===== config.mk =====
export PLATFORM = sky130hd
export DESIGN_NAME = apb_ss_guard
export DESIGN_NICKNAME = d
export VERILOG_FILES = /design/src/rtl/apb_ss_guard_pkg.sv /design/src/rtl/apb_ss_guard.sv
export SDC_FILE = /design/constraint.sdc
export NUM_CORES = 1
export LEC_CHECK = 0
export BUFFER_PORTS_ARGS = -buffer_cell sky130_fd_sc_hd__buf_2
export CAP_MARGIN = 20
export CORE_ASPECT_RATIO = 0.9
export CORE_MARGIN = 5
export CORE_UTILIZATION = 35
export CTS_CLUSTER_SIZE = 16
export DETAILED_ROUTE_END_ITERATION = 12
export PLACE_DENSITY = 0.83
export RECOVER_POWER = 50
export SETUP_SLACK_MARGIN = 0.05
export SLEW_MARGIN = 15
export SYNTH_ARGS = -nofsm -noshare
export SYNTH_HDL_FRONTEND = slang
export SYNTH_SLANG_ARGS = --single-unit

===== constraint.sdc =====
create_clock -name clk -period 2.9 [get_ports clk]
set_clock_uncertainty 0.15 [all_clocks]
set_input_delay 0.29 -clock clk [delete_from_list [all_inputs] [get_ports clk]]
set_output_delay 0.29 -clock clk [all_outputs]
set_load 0.01 [all_outputs]

===== src/rtl/apb_ss_guard_pkg.sv =====
// Shared types and constants for the APB subsystem guard.
package apb_ss_guard_pkg;

  typedef enum logic [1:0] {
    BLOCK = 2'd0,
    PASS  = 2'd1,
    FAULT = 2'd2
  } guard_state_e;

  localparam int unsigned SS_CTRL_EN_BIT  = 0;
  localparam int unsigned SS_CTRL_CLR_BIT = 1;

  localparam logic [31:0] ERR_RDATA_DEFAULT = 32'hBADC_0DE5;

endpackage


===== src/rtl/apb_ss_guard.sv =====
// APB guard between the interconnect and one student subsystem: forwards
// transfers while enabled, answers with PSLVERR while disabled or faulted,
// and aborts transfers whose access phase stalls for TIMEOUT_CYC cycles.
module apb_ss_guard
  import apb_ss_guard_pkg::*;
#(
  parameter int unsigned        APB_AW      = 32,
  parameter int unsigned        APB_DW      = 32,
  parameter int unsigned        SS_CTRL_W   = 7,
  parameter int unsigned        TIMEOUT_CYC = 16,
  parameter logic [APB_DW-1:0]  ERR_RDATA   = ERR_RDATA_DEFAULT
) (
  input  logic                  clk,
  input  logic                  reset_n,
  // upstream (from interconnect)
  input  logic [APB_AW-1:0]     S_APB_PADDR,
  input  logic                  S_APB_PSEL,
  input  logic                  S_APB_PENABLE,
  input  logic                  S_APB_PWRITE,
  input  logic [APB_DW-1:0]     S_APB_PWDATA,
  input  logic [APB_DW/8-1:0]   S_APB_PSTRB,
  output logic [APB_DW-1:0]     S_APB_PRDATA,
  output logic                  S_APB_PREADY,
  output logic                  S_APB_PSLVERR,
  // downstream (to subsystem)
  output logic [APB_AW-1:0]     M_APB_PADDR,
  output logic                  M_APB_PSEL,
  output logic                  M_APB_PENABLE,
  output logic                  M_APB_PWRITE,
  output logic [APB_DW-1:0]     M_APB_PWDATA,
  output logic [APB_DW/8-1:0]   M_APB_PSTRB,
  input  logic [APB_DW-1:0]     M_APB_PRDATA,
  input  logic                  M_APB_PREADY,
  input  logic                  M_APB_PSLVERR,
  // control / status
  input  logic [SS_CTRL_W-1:0]  ss_ctrl_i,
  output logic                  fault_o,
  output logic                  irq_o,
  output logic [APB_AW-1:0]     fault_addr_o,
  output logic [7:0]            fault_cnt_o
);

  localparam int unsigned WCW = $clog2(TIMEOUT_CYC + 1);
  localparam logic [WCW-1:0] WAIT_LAST = WCW'(TIMEOUT_CYC - 1);

  guard_state_e      r_state;
  guard_state_e      w_state_nxt;
  logic [WCW-1:0]    r_wait_cnt;
  logic              r_fault;
  logic              r_irq;
  logic [APB_AW-1:0] r_fault_addr;
  logic [7:0]        r_fault_cnt;

  logic w_en;
  logic w_clr;
  logic w_access;
  logic w_stall;
  logic w_timeout;
  logic w_boundary;
  logic w_unused_ctrl;

  assign w_en          = ss_ctrl_i[SS_CTRL_EN_BIT];
  assign w_clr         = ss_ctrl_i[SS_CTRL_CLR_BIT];
  // Only the enable and clear bits carry meaning.
  assign w_unused_ctrl = ^ss_ctrl_i;

  assign w_access  = S_APB_PSEL && S_APB_PENABLE;
  assign w_stall   = (r_state == PASS) && w_access && !M_APB_PREADY;
  assign w_timeout = w_stall && (r_wait_cnt == WAIT_LAST);

  // State register.
  always_ff @(posedge clk or negedge reset_n) begin
    if (!reset_n) r_state <= BLOCK;
    else          r_state <= w_state_nxt;
  end

  // Bus routing, guard-generated responses and next-state selection.
  always_comb begin
    M_APB_PADDR   = '0;
    M_APB_PSEL    = 1'b0;
    M_APB_PENABLE = 1'b0;
    M_APB_PWRITE  = 1'b0;
    M_APB_PWDATA  = '0;
    M_APB_PSTRB   = '0;
    S_APB_PRDATA  = '0;
    S_APB_PREADY  = 1'b0;
    S_APB_PSLVERR = 1'b0;
    w_state_nxt   = r_state;

    unique case (r_state)
      PASS: begin
        M_APB_PADDR   = S_APB_PADDR;
        M_APB_PSEL    = S_APB_PSEL;
        M_APB_PENABLE = S_APB_PENABLE;
        M_APB_PWRITE  = S_APB_PWRITE;
        M_APB_PWDATA  = S_APB_PWDATA;
        M_APB_PSTRB   = S_APB_PSTRB;
        if (S_APB_PSEL) begin
          S_APB_PRDATA  = M_APB_PRDATA;
          S_APB_PREADY  = M_APB_PREADY;
          S_APB_PSLVERR = M_APB_PSLVERR;
        end
        // Abort: release the subsystem and complete upstream with an error.
        if (w_timeout) begin
          M_APB_PSEL    = 1'b0;
          M_APB_PENABLE = 1'b0;
          S_APB_PRDATA  = ERR_RDATA;
          S_APB_PREADY  = 1'b1;
          S_APB_PSLVERR = 1'b1;
        end
      end
      BLOCK, FAULT: begin
        if (w_access) begin
          S_APB_PRDATA  = ERR_RDATA;
          S_APB_PREADY  = 1'b1;
          S_APB_PSLVERR = 1'b1;
        end
      end
      default: ;
    endcase

    w_boundary = !S_APB_PSEL || (S_APB_PENABLE && S_APB_PREADY);

    unique case (r_state)
      BLOCK: if (w_boundary && w_en) w_state_nxt = PASS;
      PASS: begin
        if (w_timeout)                  w_state_nxt = FAULT;
        else if (w_boundary && !w_en)   w_state_nxt = BLOCK;
      end
      FAULT: if (w_boundary && w_clr) w_state_nxt = w_en ? PASS : BLOCK;
      default: w_state_nxt = BLOCK;
    endcase
  end

  // Access-phase wait counter; counts stalled cycles while forwarding.
  always_ff @(posedge clk or negedge reset_n) begin
    if (!reset_n) begin
      r_wait_cnt <= '0;
    end else if (w_stall && !w_timeout) begin
      r_wait_cnt <= r_wait_cnt + WCW'(1);
    end else begin
      r_wait_cnt <= '0;
    end
  end

  // Sticky fault flag, entry pulse, captured address and saturating count.
  always_ff @(posedge clk or negedge reset_n) begin
    if (!reset_n) begin
      r_fault      <= 1'b0;
      r_irq        <= 1'b0;
      r_fault_addr <= '0;
      r_fault_cnt  <= '0;
    end else begin
      r_irq <= w_timeout;
      if (w_timeout) begin
        r_fault      <= 1'b1;
        r_fault_addr <= S_APB_PADDR;
        if (r_fault_cnt != 8'hFF) r_fault_cnt <= r_fault_cnt + 8'd1;
      end else if ((r_state == FAULT) && (w_state_nxt != FAULT)) begin
        r_fault <= 1'b0;
      end
    end
  end

  assign fault_o      = r_fault;
  assign irq_o        = r_irq;
  assign fault_addr_o = r_fault_addr;
  assign fault_cnt_o  = r_fault_cnt;

endmodule


==> results of run 1 <==
## worst max-delay path: cells and delay by family (launching register included)
| kind | cells | cell delay, ps |
|---|---|---|
| adders and majority gates | 2 | 410 |
| AOI/OAI and AO/OA | 2 | 310 |
| buffers and inverters | 1 | 140 |
| and+or+nand+nor | 3 | 680 |
| DFF | 1 | 400 |
## Yosys cell counts, drive strengths merged (2+ instances only)
cell type,n,area share [%]
a21o,13,3.4
a21oi,8,1.4
and2,13,2.8
and3,75,16
buf,9,2.3
clkbuf,20,2.6
dfrtp,49,43
ha,3,1.3
inv,7,0.92
mux2,3,1.3
mux2i,2,0.70
nand2,102,13
nand2b,2,0.44
nand3,9,1.6
nor2,7,0.92
nor2b,2,0.44
nor3,3,0.52
o21a,3,0.79
o21ai,10,1.7
or2,3,0.66
xnor2,3,0.92
## timing repair
item | CTS | global route
hold buffers | 1 | 0
resized for setup | 0 | 1
endpoints found under the setup margin | 0 | 1
endpoints found under the hold margin | 30 | 0
setup buffers | 0 | 0
## worst max path at each step
stage | endpoint | cells after the start | start | slack [ps]
2_1_floorplan | S_APB_PRDATA[0] | 8 | r_wait_cnt[0]$_DFF_PN0_ | 740
3_3_place_gp | fault_cnt_o[1]$_DFFE_PN0P_ | 8 | r_wait_cnt[0]$_DFF_PN0_ | 310
3_5_place_dp | fault_cnt_o[1]$_DFFE_PN0P_ | 8 | r_wait_cnt[0]$_DFF_PN0_ | 230
4_1_cts | fault_cnt_o[1]$_DFFE_PN0P_ | 8 | r_wait_cnt[0]$_DFF_PN0_ | 220
5_1_grt | fault_cnt_o[1]$_DFFE_PN0P_ | 8 | r_wait_cnt[0]$_DFF_PN0_ | 80
6_report | S_APB_PRDATA[10] | 8 | r_wait_cnt[0]$_DFF_PN0_ | 230
## cell families after synthesis
kind of cell             after synthesis
XOR/XNOR                               4
AO/OA/AOI/OAI                         37
AND/OR/NAND/NOR                      218
multiplexers                           5
flip-flops                            49
buffers and inverters                 37
adder cells (fa/ha/maj)                3
## metrics by stage
| step | setup slack [ps] | power, mW | cells | hold WS [ps] |
|---|---|---|---|---|
| floorplan | 744 | 0.931 | 353 | -156 |
| global placement | 305 | 1.16 | 685 | 222 |
| detailed placement | 232 | 1.17 | 685 | 231 |
| CTS | 219 | 1.56 | 694 | 31.9 |
| global route | 79.1 | 1.63 | 698 | 25.6 |
| finish | 226 | 1.54 | 698 | 42.7 |
## area by class of cell
class	instances	area share, %
multi-input combinational	267	34.8
timing repair buffer	263	30.1
sequential	49	29.2
tap	99	2.94
clock buffer	7	1.81
inverter	8	0.743
antenna	4	0.238
clock inverter	1	0.178
## where the power goes
part	switching (mW)	total (mW)	internal (mW)
Combinational	0.238	0.450	0.211
Sequential	0.0135	0.700	0.686
Clock	0.219	0.390	0.171
Total	0.471	1.54	1.07
## registers in the layout, summed over array words and instances, names as in the netlist
| name | count |
|---|---|
| r_wait_cnt | 5 |
| irq_o | 1 |
| r_state | 2 |
| fault_cnt_o | 8 |
| fault_o | 1 |
| fault_addr_o | 32 |
## layer usage
| layer | GRT usage [%] | up-vias | routed length, um | part of all wire [%] |
|---|---|---|---|---|
| met2 | 33.5 | 142 | 5340 | 50 |
| met3 | 4.43 | 21 | 729 | 6.9 |
| met1 | 23.7 | 1538 | 4250 | 40 |
| met5 | 0 | - | 0 | 0 |
| li1 | - | 1659 | - | - |
| met4 | 8.52 | 0 | 299 | 2.8 |
==> metrics.txt, run 1 <==
# TYPE chip_impl_metric gauge
chip_impl_info{name="status",value="finished with violations"} 1
chip_impl_info{name="violated_checks",value="max-capacitance violations, max-slew violations"} 1
chip_impl_metric{name="final_setup_violation_count",unit=""} 0
chip_impl_metric{name="clk_latency",unit="ps"} 290
chip_impl_metric{name="io_pins",unit=""} 261
chip_impl_metric{name="floorplan.die.height",unit="um"} 95.8
chip_impl_metric{name="cts.sink_count",unit=""} 49
chip_impl_metric{name="post_dp_cell_area",unit="sq mm"} 0.00419
chip_impl_info{name="holdPathEnd",value="fault_addr_o[25]$_DFFE_PN0N_"} 1
chip_impl_metric{name="final_core_utilization",unit="%"} 52.4
chip_impl_metric{name="syn_avg_cell_area",unit="sq um"} 8.11
chip_impl_info{name="rsz_0062_raised_after_global_routing",value="false"} 1
chip_impl_metric{name="row_count",unit=""} 31
chip_impl_metric{name="tritoncts.num_buffers",unit=""} 5
chip_impl_metric{name="final.fill_count",unit=""} 819
chip_impl_metric{name="ys_ff_latch",unit=""} 49
chip_impl_metric{name="dr_total_vias",unit=""} 3360
chip_impl_metric{name="ir_drop",unit="mV"} 0.179
chip_impl_metric{name="vias_per_cell",unit=""} 4.81
chip_impl_metric{name="finalInstanceArea",unit="sq mm"} 0.00421
chip_impl_info{name="timing_worst_setup_path_type",value="reg2out"} 1
chip_impl_metric{name="area.growth.synth_to_final",unit="%"} 47.0
chip_impl_metric{name="yosysUniqueCellTypes",unit=""} 34
chip_impl_metric{name="power.leakage",unit="nW"} 2.65
chip_impl_metric{name="report.final.slew_viol_count",unit=""} 33
chip_impl_metric{name="gr-total-overflow",unit=""} 0
chip_impl_metric{name="min_path_cells",unit=""} 3
chip_impl_info{name="critical-path-slowest-cell",value="dfrtp_1"} 1
chip_impl_metric{name="synth-seq-area-share",unit="%"} 42.8
chip_impl_metric{name="place.gp.congestion",unit=""} 0.852
chip_impl_info{name="crit_path_end_kind",value="output port"} 1
chip_impl_metric{name="fraction_of_the_mapped_netlist_area_in_compound_gates",unit="%"} 8.26
chip_impl_metric{name="total_number_of_h_tree_levels",unit=""} 2
chip_impl_metric{name="critPathMaxStageDelay",unit="ps"} 400
chip_impl_metric{name="count_of_unresolved_drc_violations_after_routing",unit=""} 0
chip_impl_metric{name="synth_fp_nets",unit=""} 470
chip_impl_metric{name="place.detailed.hpwl",unit="mm"} 8.59
chip_impl_metric{name="worst_pin_slew",unit="ps"} 1690
chip_impl_metric{name="post_synth_fa_ha_maj_area_fraction",unit="%"} 1.31
chip_impl_metric{name="tns",unit="ps"} 0
chip_impl_info{name="worstReg2RegEnd",value="fault_cnt_o[1]$_DFFE_PN0P_"} 1
chip_impl_info{name="critical_path.startpoint_type",value="flip-flop"} 1
chip_impl_metric{name="final_net_count",unit=""} 711
chip_impl_info{name="timing.critical_path.cells",value="ha_1, and3_1, ha_1, nand2b_1, o21ai_0, and3_1, a21o_1, buf_2"} 1
chip_impl_metric{name="placement.io_buffers",unit=""} 255
chip_impl_metric{name="synth-xor-area-share",unit="%"} 1.22
chip_impl_info{name="worst_r2r_startpoint",value="r_wait_cnt[0]$_DFF_PN0_"} 1
chip_impl_metric{name="multi_input_area",unit="sq mm"} 0.00147
chip_impl_metric{name="power_density",unit="mW/mm^2"} 366
chip_impl_metric{name="area_share_of_and_or_nand_nor_cells_after_synthesis",unit="%"} 38.4
chip_impl_metric{name="fmaxAchievable",unit="GHz"} 0.374
chip_impl_metric{name="final-seq-area",unit="sq mm"} 0.00123
chip_impl_info{name="most_common_cell_after_layout_fill_and_taps_aside",value="buf_2"} 1
chip_impl_metric{name="synth-async-reset-ratio",unit="%"} 100
chip_impl_metric{name="final.period_utilization",unit="%"} 92.2
chip_impl_metric{name="grt_pass1_wl",unit="mm"} 16.0
chip_impl_metric{name="placeableCoreArea",unit="sq mm"} 0.00803
chip_impl_metric{name="slew_headroom",unit="%"} -12.9
chip_impl_metric{name="worst-r2r-setup-slack",unit="ps"} 250
chip_impl_metric{name="report.final.hold_viol_count",unit=""} 0
chip_impl_metric{name="drt.antenna.violating_nets",unit=""} 0
chip_impl_metric{name="avgRoutedWirePerCell",unit="um"} 15.2
chip_impl_info{name="layout.cells.most_common_list",value="buf_2 (191), nand2_1 (101), and3_1 (75)"} 1
chip_impl_metric{name="dr.first_iter.drc_count",unit=""} 143
chip_impl_metric{name="drt_pre_antenna_iters",unit=""} 4
chip_impl_info{name="hp-class",value="in2reg"} 1
chip_impl_metric{name="yosys_warnings",unit=""} 0
chip_impl_metric{name="r2r.worst_path.cells",unit=""} 8
chip_impl_metric{name="drive_gt1_share",unit="%"} 35.6
chip_impl_metric{name="syn_inst",unit=""} 353
chip_impl_info{name="synth_top_family_by_area",value="simple AND/OR/NAND/NOR gates"} 1
chip_impl_metric{name="cp.required",unit="ps"} 2460
chip_impl_metric{name="die_area",unit="sq mm"} 0.0101
chip_impl_info{name="synth_flop_cell",value="dfrtp_1"} 1
chip_impl_metric{name="synthesis.area",unit="sq mm"} 0.00286
chip_impl_metric{name="maxCapViolCount",unit=""} 1
chip_impl_metric{name="initial_utilization",unit="%"} 35.7
chip_impl_metric{name="antenna_found_initial",unit=""} 4
chip_impl_metric{name="cp_data_arrival_time",unit="ps"} 2230
chip_impl_metric{name="track_usage",unit="%"} 19.5
chip_impl_metric{name="critical_path_peak_fanout",unit=""} 12
chip_impl_metric{name="grt_max_degree",unit=""} 51
chip_impl_metric{name="cts.reportedPaths.clkPinSlew",unit="ps"} 90
chip_impl_metric{name="first_global_vias",unit=""} 3220
chip_impl_metric{name="postRouteWirelength",unit="mm"} 10.6
chip_impl_info{name="ctsRootBufferMaster",value="clkbuf_8"} 1
chip_impl_info{name="cts_tree",value="built"} 1
chip_impl_metric{name="finalCriticalPeriod",unit="ps"} 2670
chip_impl_info{name="worst_min_delay_path_startpoint",value="S_APB_PADDR[25]"} 1
chip_impl_metric{name="synth_enable_flop_cells",unit=""} 0
chip_impl_metric{name="clock_path_buffers",unit=""} 2
chip_impl_metric{name="die_width",unit="um"} 105
chip_impl_metric{name="yosys-mux-area-fraction",unit="%"} 2.01
Power figures use the tool's default switching activity.
==> run 2: changes to the inputs <==
CORE_UTILIZATION = 34   (was 35)
PLACE_DENSITY = 0.84   (was 0.83)
clock period = 2.4 ns   (was 2.9 ns; I/O delays follow)
==> metrics.txt, run 2 (synthesized netlist as in run 1, its figures left out) <==
# TYPE chip_impl_metric gauge
chip_impl_metric{name="finalCriticalPeriod",unit="ps"} 2310
chip_impl_metric{name="tns",unit="ps"} 0
chip_impl_metric{name="vias_per_cell",unit=""} 4.93
chip_impl_metric{name="comb_power_share",unit="%"} 31.6
chip_impl_metric{name="placement.io_buffers",unit=""} 255
chip_impl_metric{name="drt.antenna.violating_nets",unit=""} 0
chip_impl_metric{name="setup_ws",unit="ps"} 93.4
chip_impl_metric{name="timing.critical_path.buf_inv",unit=""} 1
chip_impl_metric{name="wl_met2",unit="mm"} 6.14
chip_impl_metric{name="die_area",unit="sq mm"} 0.0104
chip_impl_metric{name="total_number_of_h_tree_levels",unit=""} 2
chip_impl_metric{name="maxCapViolCount",unit=""} 0
chip_impl_metric{name="io_pins",unit=""} 261
chip_impl_metric{name="swShare",unit="%"} 30.5
chip_impl_metric{name="grt_pass1_wl",unit="mm"} 18.2
chip_impl_metric{name="report.final.slew_viol_count",unit=""} 0
chip_impl_metric{name="largest_register_ff_count",unit=""} 32
chip_impl_metric{name="initial_utilization",unit="%"} 35.2
chip_impl_metric{name="drive_gt1_share",unit="%"} 37.4
chip_impl_metric{name="avgRoutedWirePerCell",unit="um"} 16.5
chip_impl_metric{name="dr.first_iter.drc_count",unit=""} 170
chip_impl_metric{name="ir_drop",unit="mV"} 0.185
chip_impl_info{name="ctsRootBufferMaster",value="clkbuf_8"} 1
chip_impl_info{name="critical-path-slowest-cell",value="dfrtp_1"} 1
chip_impl_metric{name="count_of_unresolved_drc_violations_after_routing",unit=""} 0
chip_impl_metric{name="clk_latency",unit="ps"} 290
chip_impl_metric{name="slew_headroom",unit="%"} 46.8
chip_impl_metric{name="postRouteWirelength",unit="mm"} 11.8
chip_impl_metric{name="cts.sink_count",unit=""} 49
chip_impl_info{name="crit_path_end_kind",value="output port"} 1
chip_impl_info{name="worst_r2r_startpoint",value="r_wait_cnt[0]$_DFF_PN0_"} 1
chip_impl_info{name="worst_min_delay_path_startpoint",value="S_APB_PADDR[11]"} 1
chip_impl_metric{name="fmaxAchievable",unit="GHz"} 0.434
chip_impl_metric{name="dr_total_vias",unit=""} 3532
chip_impl_metric{name="critical_path_peak_fanout",unit=""} 6
chip_impl_metric{name="floorplan.die.height",unit="um"} 97.1
chip_impl_info{name="cts_tree",value="built"} 1
chip_impl_metric{name="power_density",unit="mW/mm^2"} 427
chip_impl_metric{name="post_dp_cell_area",unit="sq mm"} 0.00421
chip_impl_metric{name="clock_path_buffers",unit=""} 2
chip_impl_info{name="timing.critical_path.cells",value="ha_2, and3_4, ha_4, nand2b_4, o21ai_2, and3_4, a21o_1, buf_2"} 1
chip_impl_metric{name="power.leakage",unit="nW"} 2.76
chip_impl_metric{name="drt_pre_antenna_iters",unit=""} 4
chip_impl_info{name="hp-class",value="in2reg"} 1
chip_impl_metric{name="critPathMaxStageDelay",unit="ps"} 390
chip_impl_metric{name="cp.required",unit="ps"} 2010
chip_impl_info{name="critical_path.startpoint_type",value="flip-flop"} 1
chip_impl_metric{name="clkPwrFrac",unit="%"} 24.4
chip_impl_info{name="critical_path.most_common_cell",value="and3_4"} 1
chip_impl_metric{name="final_net_count",unit=""} 734
chip_impl_metric{name="total_power",unit="mW"} 1.90
chip_impl_metric{name="row_count",unit=""} 31
chip_impl_info{name="most_common_cell_after_layout_fill_and_taps_aside",value="buf_2"} 1
chip_impl_metric{name="p_seq_share",unit="%"} 44.0
chip_impl_metric{name="cts.reportedPaths.clkPinSlew",unit="ps"} 80
chip_impl_metric{name="antenna_found_initial",unit=""} 0
chip_impl_metric{name="p_switching",unit="mW"} 0.578
chip_impl_metric{name="report.final.hold_viol_count",unit=""} 0
chip_impl_metric{name="met3_wirelength",unit="um"} 968
chip_impl_metric{name="placeableCoreArea",unit="sq mm"} 0.00815
chip_impl_info{name="topRoutingLayerUsed",value="met4"} 1
chip_impl_metric{name="final_setup_violation_count",unit=""} 0
chip_impl_metric{name="p_int",unit="mW"} 1.32
chip_impl_metric{name="place.detailed.hpwl",unit="mm"} 9.19
chip_impl_metric{name="first_global_vias",unit=""} 3559
chip_impl_metric{name="final.period_utilization",unit="%"} 96.1
chip_impl_metric{name="tritoncts.num_buffers",unit=""} 5
chip_impl_metric{name="worst_pin_slew",unit="ps"} 799
chip_impl_metric{name="grt_max_degree",unit=""} 52
chip_impl_info{name="critical-path-top-delay-family",value="simple AND/OR/NAND/NOR gates"} 1
chip_impl_metric{name="post-place-ws",unit="ps"} 68.3
chip_impl_metric{name="number_of_antenna_cells_inserted",unit=""} 0
chip_impl_info{name="worst_setup_path_startpoint",value="r_wait_cnt[0]$_DFF_PN0_"} 1
chip_impl_metric{name="route.layer.met1.wl",unit="mm"} 4.39
chip_impl_metric{name="area.growth.synth_to_final",unit="%"} 55.1
chip_impl_info{name="timing_worst_setup_path_type",value="reg2out"} 1
chip_impl_metric{name="track_usage",unit="%"} 21.6
chip_impl_metric{name="place.gp.congestion",unit=""} 0.913
chip_impl_metric{name="gr-total-overflow",unit=""} 0
chip_impl_info{name="layout.cells.most_common_list",value="buf_2 (194), nand2_1 (101), and3_1 (73)"} 1
chip_impl_metric{name="finalInstanceArea",unit="sq mm"} 0.00444
chip_impl_metric{name="cp_data_arrival_time",unit="ps"} 1920
chip_impl_info{name="rsz_0062_raised_after_global_routing",value="true"} 1
chip_impl_info{name="status",value="complete, no violations"} 1
chip_impl_metric{name="die_width",unit="um"} 107
## run 2: per-stage QoR
stage                     util [%]  hold WS (ps)  std cells
final                         54.5          11.1        717
after global routing          54.5          6.25        717
after floorplan                  -          -206        353
after detailed placement      51.6           197        689
after global placement        51.6           179        689
after CTS                     55.0         0.290        714
## run 2: final timing paths
check | cells past startpoint | slack (ps) | end
max | 8 | 90 | S_APB_PRDATA[19]
min | 3 | 10 | fault_addr_o[11]$_DFFE_PN0N_
max reg2reg | 7 | 170 | r_state[0]$_DFF_PN0_
min reg2reg | 2 | 330 | fault_addr_o[2]$_DFFE_PN0N_
max in group asynchronous | 3 | 780 | fault_addr_o[7]$_DFFE_PN0N_
min in group asynchronous | 2 | 420 | fault_addr_o[24]$_DFFE_PN0N_
## run 2: final cells by class
cell class / instances / area (sq um)
Fill cell: 780 / 3700
Multi-Input combinational cell: 268 / 1520
Timing Repair Buffer: 285 / 1460
Sequential cell: 49 / 1230
Tap cell: 99 / 124
Clock buffer: 7 / 76.3
Inverter: 8 / 31.3
Clock inverter: 1 / 7.51
## run 2: tightest hold or removal path, stage by stage
cell and delay, ps:
buf_2 80, nand2_1 50, nand2_1 50
## run 2: what timing repair did
action	in CTS	in global routing
pin swaps	3	6
hold buffers	16	0
gates resized for setup	7	6
setup buffers	2	2
cloned	0	1
endpoints found under the hold margin	47	0
setup endpoints to repair	37	33
## run 2: layer usage
metal | GRT usage [%] | vias up
met5 | 0 | -
met4 | 6.49 | 0
met3 | 4.85 | 25
met2 | 39.9 | 156
met1 | 24.6 | 1648
li1 | - | 1703
## run 2: power groups by stage
stage	clock network, mW	registers, mW	logic [mW]
2_1_floorplan	0	0.847	0.278
3_3_place_gp	0	0.849	0.561
3_5_place_dp	0	0.850	0.570
4_1_cts	0.484	0.833	0.595
5_1_grt	0.523	0.835	0.651
6_report	0.463	0.834	0.598
==> run 3: changes to the inputs <==
ABC_AREA = 1   (was unset)
CORE_UTILIZATION = 35   (was 34)
PLACE_DENSITY = 0.85   (was 0.84)
==> metrics.txt, run 3 <==
# TYPE chip_impl_metric gauge
chip_impl_info{name="status",value="finished with violations"} 1
chip_impl_info{name="violated_checks",value="negative setup slack"} 1
chip_impl_metric{name="cts.reportedPaths.clkPinSlew",unit="ps"} 90
chip_impl_metric{name="grt_pass1_wl",unit="mm"} 15.1
chip_impl_info{name="synth.cells.most_frequent",value="inv_1 (95), nor2_1 (94), nand2_1 (71), dfrtp_1 (49), o21ai_1 (31)"} 1
chip_impl_info{name="post-synth-top-area-cell",value="dfrtp_1"} 1
chip_impl_metric{name="placed_cells_incl_taps",unit=""} 799
chip_impl_metric{name="synth-xor-area-share",unit="%"} 2.34
chip_impl_metric{name="largest_register_ff_count",unit=""} 32
chip_impl_metric{name="cp_data_arrival_time",unit="ps"} 2010
chip_impl_info{name="ctsRootBufferMaster",value="clkbuf_8"} 1
chip_impl_metric{name="slew_headroom",unit="%"} 53.5
chip_impl_metric{name="dr.first_iter.drc_count",unit=""} 119
chip_impl_metric{name="number_of_antenna_cells_inserted",unit=""} 0
chip_impl_metric{name="total_number_of_h_tree_levels",unit=""} 2
chip_impl_metric{name="final-instance-count-excl-fill",unit=""} 817
chip_impl_metric{name="cp.required",unit="ps"} 2010
chip_impl_metric{name="final.period_utilization",unit="%"} 100
chip_impl_metric{name="postRouteWirelength",unit="mm"} 10.2
chip_impl_metric{name="report.final.slew_viol_count",unit=""} 0
chip_impl_metric{name="clkPwrFrac",unit="%"} 22.8
chip_impl_metric{name="avgRoutedWirePerCell",unit="um"} 12.4
chip_impl_metric{name="antenna_found_initial",unit=""} 0
chip_impl_metric{name="p_int",unit="mW"} 1.36
chip_impl_metric{name="die_width",unit="um"} 108
chip_impl_info{name="crit_path_end_kind",value="output port"} 1
chip_impl_metric{name="comb_power_share",unit="%"} 37.5
chip_impl_metric{name="cts.sink_count",unit=""} 49
chip_impl_metric{name="vias_per_cell",unit=""} 4.33
chip_impl_metric{name="synth_enable_flop_cells",unit=""} 0
chip_impl_metric{name="syn_inst",unit=""} 440
chip_impl_metric{name="row_count",unit=""} 32
chip_impl_metric{name="gr-total-overflow",unit=""} 0
chip_impl_metric{name="drt_pre_antenna_iters",unit=""} 4
chip_impl_info{name="critical_path.startpoint_type",value="flip-flop"} 1
chip_impl_metric{name="tritoncts.num_buffers",unit=""} 5
chip_impl_metric{name="floorplan.die.height",unit="um"} 97.8
chip_impl_metric{name="power_density",unit="mW/mm^2"} 454
chip_impl_metric{name="first_global_vias",unit=""} 3303
chip_impl_info{name="layout.cells.most_common_list",value="buf_2 (207), inv_1 (95), nor2_1 (83)"} 1
chip_impl_metric{name="die_area",unit="sq mm"} 0.0105
chip_impl_metric{name="ir_drop",unit="mV"} 0.210
chip_impl_metric{name="placeableCoreArea",unit="sq mm"} 0.00845
chip_impl_metric{name="tns",unit="ps"} -3.67
chip_impl_metric{name="finalInstanceArea",unit="sq mm"} 0.00464
chip_impl_metric{name="yosys_warnings",unit=""} 0
chip_impl_metric{name="final_setup_violation_count",unit=""} 1
chip_impl_metric{name="area_share_of_and_or_nand_nor_cells_after_synthesis",unit="%"} 30.9
chip_impl_metric{name="drive_gt1_share",unit="%"} 39.3
chip_impl_metric{name="initial_utilization",unit="%"} 35.5
chip_impl_metric{name="post_synth_fa_ha_maj_area_fraction",unit="%"} 1.25
chip_impl_metric{name="final.fill_count",unit=""} 814
chip_impl_metric{name="clk_latency",unit="ps"} 300
chip_impl_info{name="synth_top_family_by_area",value="simple AND/OR/NAND/NOR gates"} 1
chip_impl_info{name="rsz_0062_raised_after_global_routing",value="true"} 1
chip_impl_metric{name="io_pins",unit=""} 261
chip_impl_metric{name="setup_ws",unit="ps"} -3.67
chip_impl_metric{name="synth-async-reset-ratio",unit="%"} 100
chip_impl_metric{name="synth_fp_nets",unit=""} 557
chip_impl_metric{name="yosysUniqueCellTypes",unit=""} 29
chip_impl_info{name="hp-class",value="in2reg"} 1
chip_impl_metric{name="place.gp.congestion",unit=""} 0.798
chip_impl_metric{name="track_usage",unit="%"} 17.3
chip_impl_metric{name="power.leakage",unit="nW"} 2.91
chip_impl_metric{name="finalCriticalPeriod",unit="ps"} 2400
chip_impl_metric{name="area.growth.synth_to_final",unit="%"} 54.6
chip_impl_metric{name="count_of_unresolved_drc_violations_after_routing",unit=""} 0
chip_impl_metric{name="grt_max_degree",unit=""} 45
chip_impl_info{name="synth_flop_cell",value="dfrtp_1"} 1
chip_impl_metric{name="yosys-mux-area-fraction",unit="%"} 0
chip_impl_metric{name="fraction_of_the_mapped_netlist_area_in_compound_gates",unit="%"} 7.64
chip_impl_metric{name="maxCapViolCount",unit=""} 0
chip_impl_metric{name="p_switching",unit="mW"} 0.743
chip_impl_metric{name="post_dp_cell_area",unit="sq mm"} 0.00435
chip_impl_metric{name="report.final.hold_viol_count",unit=""} 0
chip_impl_metric{name="critical_path_peak_fanout",unit=""} 8
chip_impl_metric{name="ys_ff_latch",unit=""} 49
chip_impl_metric{name="place.detailed.hpwl",unit="mm"} 7.83
chip_impl_metric{name="syn_avg_cell_area",unit="sq um"} 6.81
chip_impl_metric{name="placement.io_buffers",unit=""} 255
chip_impl_metric{name="dr_total_vias",unit=""} 3539
chip_impl_metric{name="fin_worst_hold_slack",unit="ps"} 38.3
chip_impl_metric{name="worst_pin_slew",unit="ps"} 697
chip_impl_info{name="most_common_cell_after_layout_fill_and_taps_aside",value="buf_2"} 1
chip_impl_info{name="synth_most_common_cell",value="inv_1"} 1
chip_impl_metric{name="fmaxAchievable",unit="GHz"} 0.416
chip_impl_info{name="timing_worst_setup_path_type",value="reg2out"} 1
chip_impl_metric{name="synthDominantCellAreaShare",unit="%"} 40.9
chip_impl_metric{name="p_seq_share",unit="%"} 39.7
chip_impl_metric{name="clock_path_buffers",unit=""} 2
chip_impl_metric{name="final_net_count",unit=""} 814
chip_impl_metric{name="synthesis.area",unit="sq mm"} 0.00300
chip_impl_metric{name="drt.antenna.violating_nets",unit=""} 0
chip_impl_info{name="synth_top_cells_by_area",value="dfrtp_1 (41%), inv_1 (12%), nor2_1 (12%)"} 1
chip_impl_metric{name="synth-seq-area-share",unit="%"} 40.9
chip_impl_info{name="cts_tree",value="built"} 1
chip_impl_metric{name="swShare",unit="%"} 35.3
## run 3: cell count changes in the layout (fill, tap and decap cells not counted), sizes merged, moves of 19 or more
| cell | before | now |
|---|---|---|
| inv | 7 | 99 |
| nor2 | 7 | 97 |
| and3 | 76 | 0 |
| nand2 | 102 | 76 |
| o21ai | 10 | 36 |
| buf | 205 | 225 |
| clkbuf | 71 | 52 |
## run 3: path summary, 6_finish.rpt
kind	from	to	slack, ps	cells past startpoint
worst min-delay path	S_APB_PADDR[1]	fault_addr_o[1]$_DFFE_PN0N_	40	3
worst min register to register	fault_o$_DFFE_PN0P_	fault_o$_DFFE_PN0P_	330	2
min in group asynchronous	reset_n	fault_cnt_o[2]$_DFFE_PN0P_	350	2
worst max register to register	r_wait_cnt[1]$_DFF_PN0_	fault_o$_DFFE_PN0P_	350	13
worst max-delay path	r_wait_cnt[1]$_DFF_PN0_	S_APB_PRDATA[12]	-4	10
max in group asynchronous	reset_n	fault_addr_o[15]$_DFFE_PN0N_	840	3
## run 3: layout make-up
cell class	instances	area (sq um)	share of cell area, %
clock inverters	2	15.0	0.324
repair buffers	272	1430	30.8
well taps	119	149	3.21
inverters	99	377	8.12
clock buffers	6	72.6	1.57
multi-input cells	270	1370	29.5
flip-flops and latches	49	1230	26.5
## run 3: through the flow
step	utilization (%)	power, mW	setup WS [ps]
6_report	54.9	2.10	-3.67
5_1_grt	54.9	2.24	-102
4_1_cts	53.2	2.08	35.1
3_5_place_dp	51.5	1.60	226
3_3_place_gp	51.5	1.59	286
2_1_floorplan	-	1.25	473
## run 3: power by group through the flow
stage | sequential (mW) | clock [mW] | combinational, mW
4_1_cts | 0.833 | 0.494 | 0.757
3_5_place_dp | 0.849 | 0 | 0.746
2_1_floorplan | 0.847 | 0 | 0.404
6_report | 0.835 | 0.479 | 0.789
5_1_grt | 0.836 | 0.534 | 0.873
3_3_place_gp | 0.849 | 0 | 0.740
## run 3: worst max-delay path, stage by stage (launching register included)
cell and delay, ps:
dfrtp_1 400, ha_2 200, nand2_2 70, nor2_2 40, ha_2 200, nand3_4 130
inv_4 60, nor2_4 190, nand2_4 160, nor2_2 130, buf_2 150
## run 3: layer usage
metal	GRT usage [%]	vias to the layer above	wire length [um]
met2	30.9	134	5200
li1	-	1822	-
met5	0	-	0
met1	21.1	1575	4240
met4	3.79	0	85
met3	3.90	8	625
## run 3: kinds of logic after synthesis
group	count (synthesis)
AND/OR/NAND/NOR	212
adder cells (fa/ha/maj)	3
flip-flops	49
XOR/XNOR	8
AO/OA/AOI/OAI	45
buffers and inverters	123
## run 3: repair_timing
| action | CTS | global route |
|---|---|---|
| endpoints found under the setup margin | 26 | 31 |
| hold endpoints to repair | 12 | 0 |
| gates cloned | 1 | 2 |
| hold buffers | 1 | 0 |
| buffers inserted | 2 | 4 |
| gates resized for setup | 4 | 33 |
| pin swaps | 1 | 5 |
